[config.mk]
export PLATFORM = sky130hd
export DESIGN_NAME = rr_mux4_stream
export DESIGN_NICKNAME = d
export VERILOG_FILES = /design/src/rtl/rr_mux4_stream.sv
export SDC_FILE = /design/constraint.sdc
export NUM_CORES = 1
export LEC_CHECK = 0
export BUFFER_PORTS_ARGS = -buffer_cell sky130_fd_sc_hd__buf_2
export CORE_MARGIN = 2
export CORE_UTILIZATION = 48
export CTS_CLUSTER_DIAMETER = 80
export DETAILED_ROUTE_END_ITERATION = 7
export PLACE_DENSITY = 0.83
export SLEW_MARGIN = 15
export SYNTH_ARGS = -nofsm -noshare
export SYNTH_HDL_FRONTEND = slang
export SYNTH_SLANG_ARGS = --single-unit
[constraint.sdc]
create_clock -name clk -period 4.3 [get_ports clk]
set_input_delay 0.645 -clock clk [delete_from_list [all_inputs] [get_ports clk]]
set_output_delay 0.645 -clock clk [all_outputs]
set_load 0.01 [all_outputs]
[src/rtl/rr_mux4_stream.sv]
// ---------------------------------------------------------------------------
// rr_mux4_stream
//
// Round-robin 4:1 stream multiplexer. Four valid/ready source channels are
// arbitrated round-robin starting from a priority pointer. The granted word
// and its channel index are captured into a one-entry output buffer, which a
// downstream consumer drains with out_valid/out_ready. Completed downstream
// transfers are counted in a wrapping 16-bit counter.
//
// Ports:
//   clk         rising-edge clock
//   reset       synchronous, active-high reset
//   in0..in3    channel data
//   valid[3:0]  per-channel request (bit i belongs to in<i>)
//   ready[3:0]  per-channel accept, at most one bit high (combinational)
//   sel[1:0]    current grant index; equals the pointer when nothing is valid
//   out         buffered output word
//   out_ch      channel index of the word in out
//   out_valid   out/out_ch hold a word not yet taken downstream
//   out_ready   downstream accept
//   xfer_count  number of completed out_valid && out_ready transfers (wraps)
// ---------------------------------------------------------------------------
module rr_mux4_stream #(
    parameter int width = 16
) (
    input  logic             clk,
    input  logic             reset,
    input  logic [width-1:0] in0,
    input  logic [width-1:0] in1,
    input  logic [width-1:0] in2,
    input  logic [width-1:0] in3,
    input  logic [3:0]       valid,
    output logic [3:0]       ready,
    output logic [1:0]       sel,
    output logic [width-1:0] out,
    output logic [1:0]       out_ch,
    output logic             out_valid,
    input  logic             out_ready,
    output logic [15:0]      xfer_count
);

    logic [width-1:0] out_q, out_d;
    logic [1:0]       out_ch_q, out_ch_d;
    logic             out_valid_q, out_valid_d;
    logic [1:0]       ptr_q, ptr_d;
    logic [15:0]      xfer_q, xfer_d;

    logic             any_valid;
    logic             load_en;
    logic             accept;
    logic             drain;
    logic             found;
    logic [1:0]       idx;
    logic [1:0]       grant;
    logic [width-1:0] grant_data;

    assign any_valid = |valid;

    // The buffer can take a word when empty or when it is being drained in
    // this same cycle, which keeps one transfer per cycle under full load.
    assign load_en = !out_valid_q || out_ready;
    assign accept  = load_en && any_valid;
    assign drain   = out_valid_q && out_ready;

    // Round-robin search: the first valid channel at or after the pointer.
    always_comb begin
        // NOTE: every always_comb output gets a default first so no path
        // leaves it unassigned, which would otherwise infer a latch.
        grant = ptr_q;
        found = 1'b0;
        idx   = ptr_q;
        for (int k = 0; k < 4; k++) begin
            idx = ptr_q + 2'(k);
            if (!found && valid[idx]) begin
                grant = idx;
                found = 1'b1;
            end
        end
    end

    always_comb begin
        grant_data = in0;
        case (grant)
            2'd0: grant_data = in0;
            2'd1: grant_data = in1;
            2'd2: grant_data = in2;
            2'd3: grant_data = in3;
            default: grant_data = in0;
        endcase
    end

    // Grant index falls back to the pointer when nothing requests.
    assign sel = grant;

    // Gate with reset so no source sees its word taken while state clears.
    assign ready = (accept && !reset) ? (4'b0001 << grant) : 4'b0000;

    always_comb begin
        out_d       = out_q;
        out_ch_d    = out_ch_q;
        out_valid_d = out_valid_q;
        ptr_d       = ptr_q;
        xfer_d      = xfer_q + 16'(drain);
        if (accept) begin
            out_d       = grant_data;
            out_ch_d    = grant;
            out_valid_d = 1'b1;
            ptr_d       = grant + 2'd1;
        end else if (load_en) begin
            // Buffer emptied (or already empty) with nothing to refill it;
            // the stale word stays visible but is no longer valid.
            out_valid_d = 1'b0;
        end
    end

    always_ff @(posedge clk) begin
        // NOTE: sequential state uses non-blocking assignments so every
        // register samples its next value from the same pre-edge snapshot.
        if (reset) begin
            out_q       <= '0;
            out_ch_q    <= 2'd0;
            out_valid_q <= 1'b0;
            ptr_q       <= 2'd0;
            xfer_q      <= 16'd0;
        end else begin
            out_q       <= out_d;
            out_ch_q    <= out_ch_d;
            out_valid_q <= out_valid_d;
            ptr_q       <= ptr_d;
            xfer_q      <= xfer_d;
        end
    end

    assign out        = out_q;
    assign out_ch     = out_ch_q;
    assign out_valid  = out_valid_q;
    assign xfer_count = xfer_q;

endmodule

==> results_dict.tcl <==
set metrics [dict create \
    wl_per_cell_um 14.2 \
    path_class "in2out" \
    dp_hpwl_mm 4.28 \
    reg2reg_depth 8 \
    die_y_um 69.4 \
    fp.dieW_um 69.4 \
    ant_nets 0 \
    syn_area_per_cell_um2 8.22 \
    combPwrFrac_pct 32.8 \
    vias 2202 \
    clk_path_buf_depth 2 \
    cts_root_buf "clkbuf_8" \
    clkLatencyLatePin_ns 0.28 \
    grt_setup_unrepaired "false" \
    pin_count 112 \
    synth_cell_types 37 \
    critPathMaxFanout 17 \
    syn2layout_area_growth_pct 29.7 \
    crit_arrival_ns 2.51 \
    drc 0 \
    synth_area_um2 2050 \
    grt.total_usage_pct 24.0 \
    path_clk_slew_ns 0.07 \
    grt_pass1_wl_mm 9.39 \
    io_buffers 111 \
    grt_overflow 0 \
    period_minus_slack_ns 3.16 \
    power_mw 0.947 \
    fmax_mhz 317 \
    hold_path_class "reg2reg" \
    antenna_found_initial 0 \
    multi_input_area_um2 1190 \
    core_area_um2 4060 \
    seq_area_frac_synth_pct 36.1 \
    setup_viol 0 \
    fillers 352 \
    drive_above_1_share_pct 39.7 \
    cts_max_level 2 \
    grt_max_degree 41 \
    cts_resized 0 \
    startpoint_type "primary input" \
    numCtsBuffers 5 \
    ys.warnings.count 0 \
    gp_congestion 0.864 \
    ir_drop_uv 157 \
    intPower_mw 0.633 \
    die_area_um2 4820 \
    initial_core_util_pct 50.6 \
    synth_nets 328 \
    fin_hold_ws_ns 0.451 \
    nNetsFinal 431 \
    tns_ns 0 \
    clkPwrFrac_pct 25.5 \
    antennaDiodeCount 0 \
    clock_sinks 37 \
    whs_path_depth 2 \
    finalMaxSlewViolations 0 \
    via_per_inst 5.46 \
    max_slew_margin_pct 35.3 \
    ctsHoldBuffers 0 \
    max_cap_viol_count 0 \
    cp.required_ns 3.65 \
    p_sw_share_pct 33.2 \
    tightest_slew_ns 0.971 \
    totalWireLength_mm 5.70 \
    ys_ff_latch 37 \
    dr.pass1.iters 8 \
    tritoncts "done" \
    end_kind "output port" \
    drt_iter0_drc 216 \
    final_hold_viol_count 0 \
    leakage_nw 1.24 \
    syn-instance-count 250 \
    grt_pass1_vias 2062 \
    p_seq_share_pct 41.7 \
    power.density_nw_per_um2 355 \
    skew_ns 0.00436 \
    period_share_pct 73.4 \
    switchingPower_mw 0.314 \
    layout_setup_ws_ns 1.14 \
    post_cts.repair.setup_buffers 0 \
    seq_area_um2 741 \
    placement_rows 23 \
    preCtsSetupSlack_ns 1.17 \
    status "finished clean" \
]
stage by stage:
stage	cells	instance area (um2)	utilization, %
after floorplan	250	2050	-
after CTS	403	2670	65.7
final	403	2670	65.7
after detailed placement	396	2580	63.6
after global routing	403	2670	65.7
after global placement	396	2580	63.6
registers in the layout (all words and copies together) (netlist names):
signal / cells
out: 16
xfer_count: 16
out_ch: 2
ptr_q: 2
out_valid: 1
synth_stat cells (all sizes together):
cell type | number | area share [%]
a211oi | 4 | 1.7
ha | 7 | 4.3
nor2b | 7 | 2.1
o21ai | 18 | 4.4
nor2 | 19 | 3.6
or3 | 2 | 0.61
a31oi | 1 | 0.30
nand2 | 54 | 10
xor2 | 2 | 0.85
or2b | 1 | 0.43
clkbuf | 5 | 0.91
nand2b | 3 | 0.91
xnor2 | 8 | 3.4
buf | 12 | 4.4
nor3b | 1 | 0.37
inv | 5 | 0.91
a222oi | 16 | 7.8
a21oi | 22 | 7.2
o21a | 1 | 0.37
mux2 | 2 | 1.1
dfxtp | 37 | 36
a21o | 2 | 0.79
nor4 | 3 | 1.8
and2 | 5 | 1.5
nand3 | 5 | 1.2
nor3 | 5 | 1.2
nand4 | 3 | 1.6
cells in the final DEF (no fill, tap or decap), drive strengths merged, types with 7 or more instances in the layout:
master / count
buf: 113
ha: 7
nand2: 54
dfxtp: 37
nor2b: 7
clkbuf: 7
xnor2: 8
o21ai: 18
a21oi: 22
a222oi: 16
nor2: 19
worst max-delay path, cell delays in order:
cell,delay (ns)
buf_2,0.13
nor2b_1,0.14
a21o_2,0.19
a211oi_2,0.42
inv_1,0.16
ha_1,0.45
and2_1,0.23
buf_2,0.14
metal layers:
layer	part of all wire [%]	wire length (um)	up-vias	global-route usage, %
met5	0	0	-	0
met4	1.3	76	0	6.97
met3	8.5	484	6	6.25
met2	46	2630	100	38.8
met1	44	2520	1013	31.7
li1	-	-	1083	-
power groups by stage:
stage	clock (mW)	combinational (mW)	sequential, mW
floorplan	0	0.196	0.413
global placement	0	0.304	0.401
detailed placement	0	0.307	0.402
CTS	0.246	0.308	0.395
global route	0.263	0.346	0.399
finish	0.241	0.311	0.395
worst paths after layout:
check,to,startpoint,slack (ns)
worst max-delay path,ready[2],valid[2],1.14
worst min register to register,out[5]$_SDFFE_PP0P_,out[5]$_SDFFE_PP0P_,0.45
worst min-delay path,out[5]$_SDFFE_PP0P_,out[5]$_SDFFE_PP0P_,0.45
worst max register to register,out[12]$_SDFFE_PP0P_,ptr_q[1]$_SDFFE_PP0P_,1.71
cell type report:
class | instances | area share (%)
Sequential cell | 37 | 27.8
Clock buffer | 7 | 3.24
Tap cell | 50 | 2.35
Inverter | 5 | 0.704
Timing Repair Buffer | 113 | 21.4
Multi-Input combinational cell | 191 | 44.5
logic make-up after synthesis:
| group | share of synthesized area (%) |
|---|---|
| xor gates and xnor gates | 4.26 |
| AOI/OAI and AO/OA | 22.5 |
| DFF | 36.1 |
| buffers and inverters | 6.21 |
| muxes | 1.10 |
| and+or+nand+nor | 25.6 |
| adders and majority gates | 4.26 |
Power figures use the tool's default switching activity.
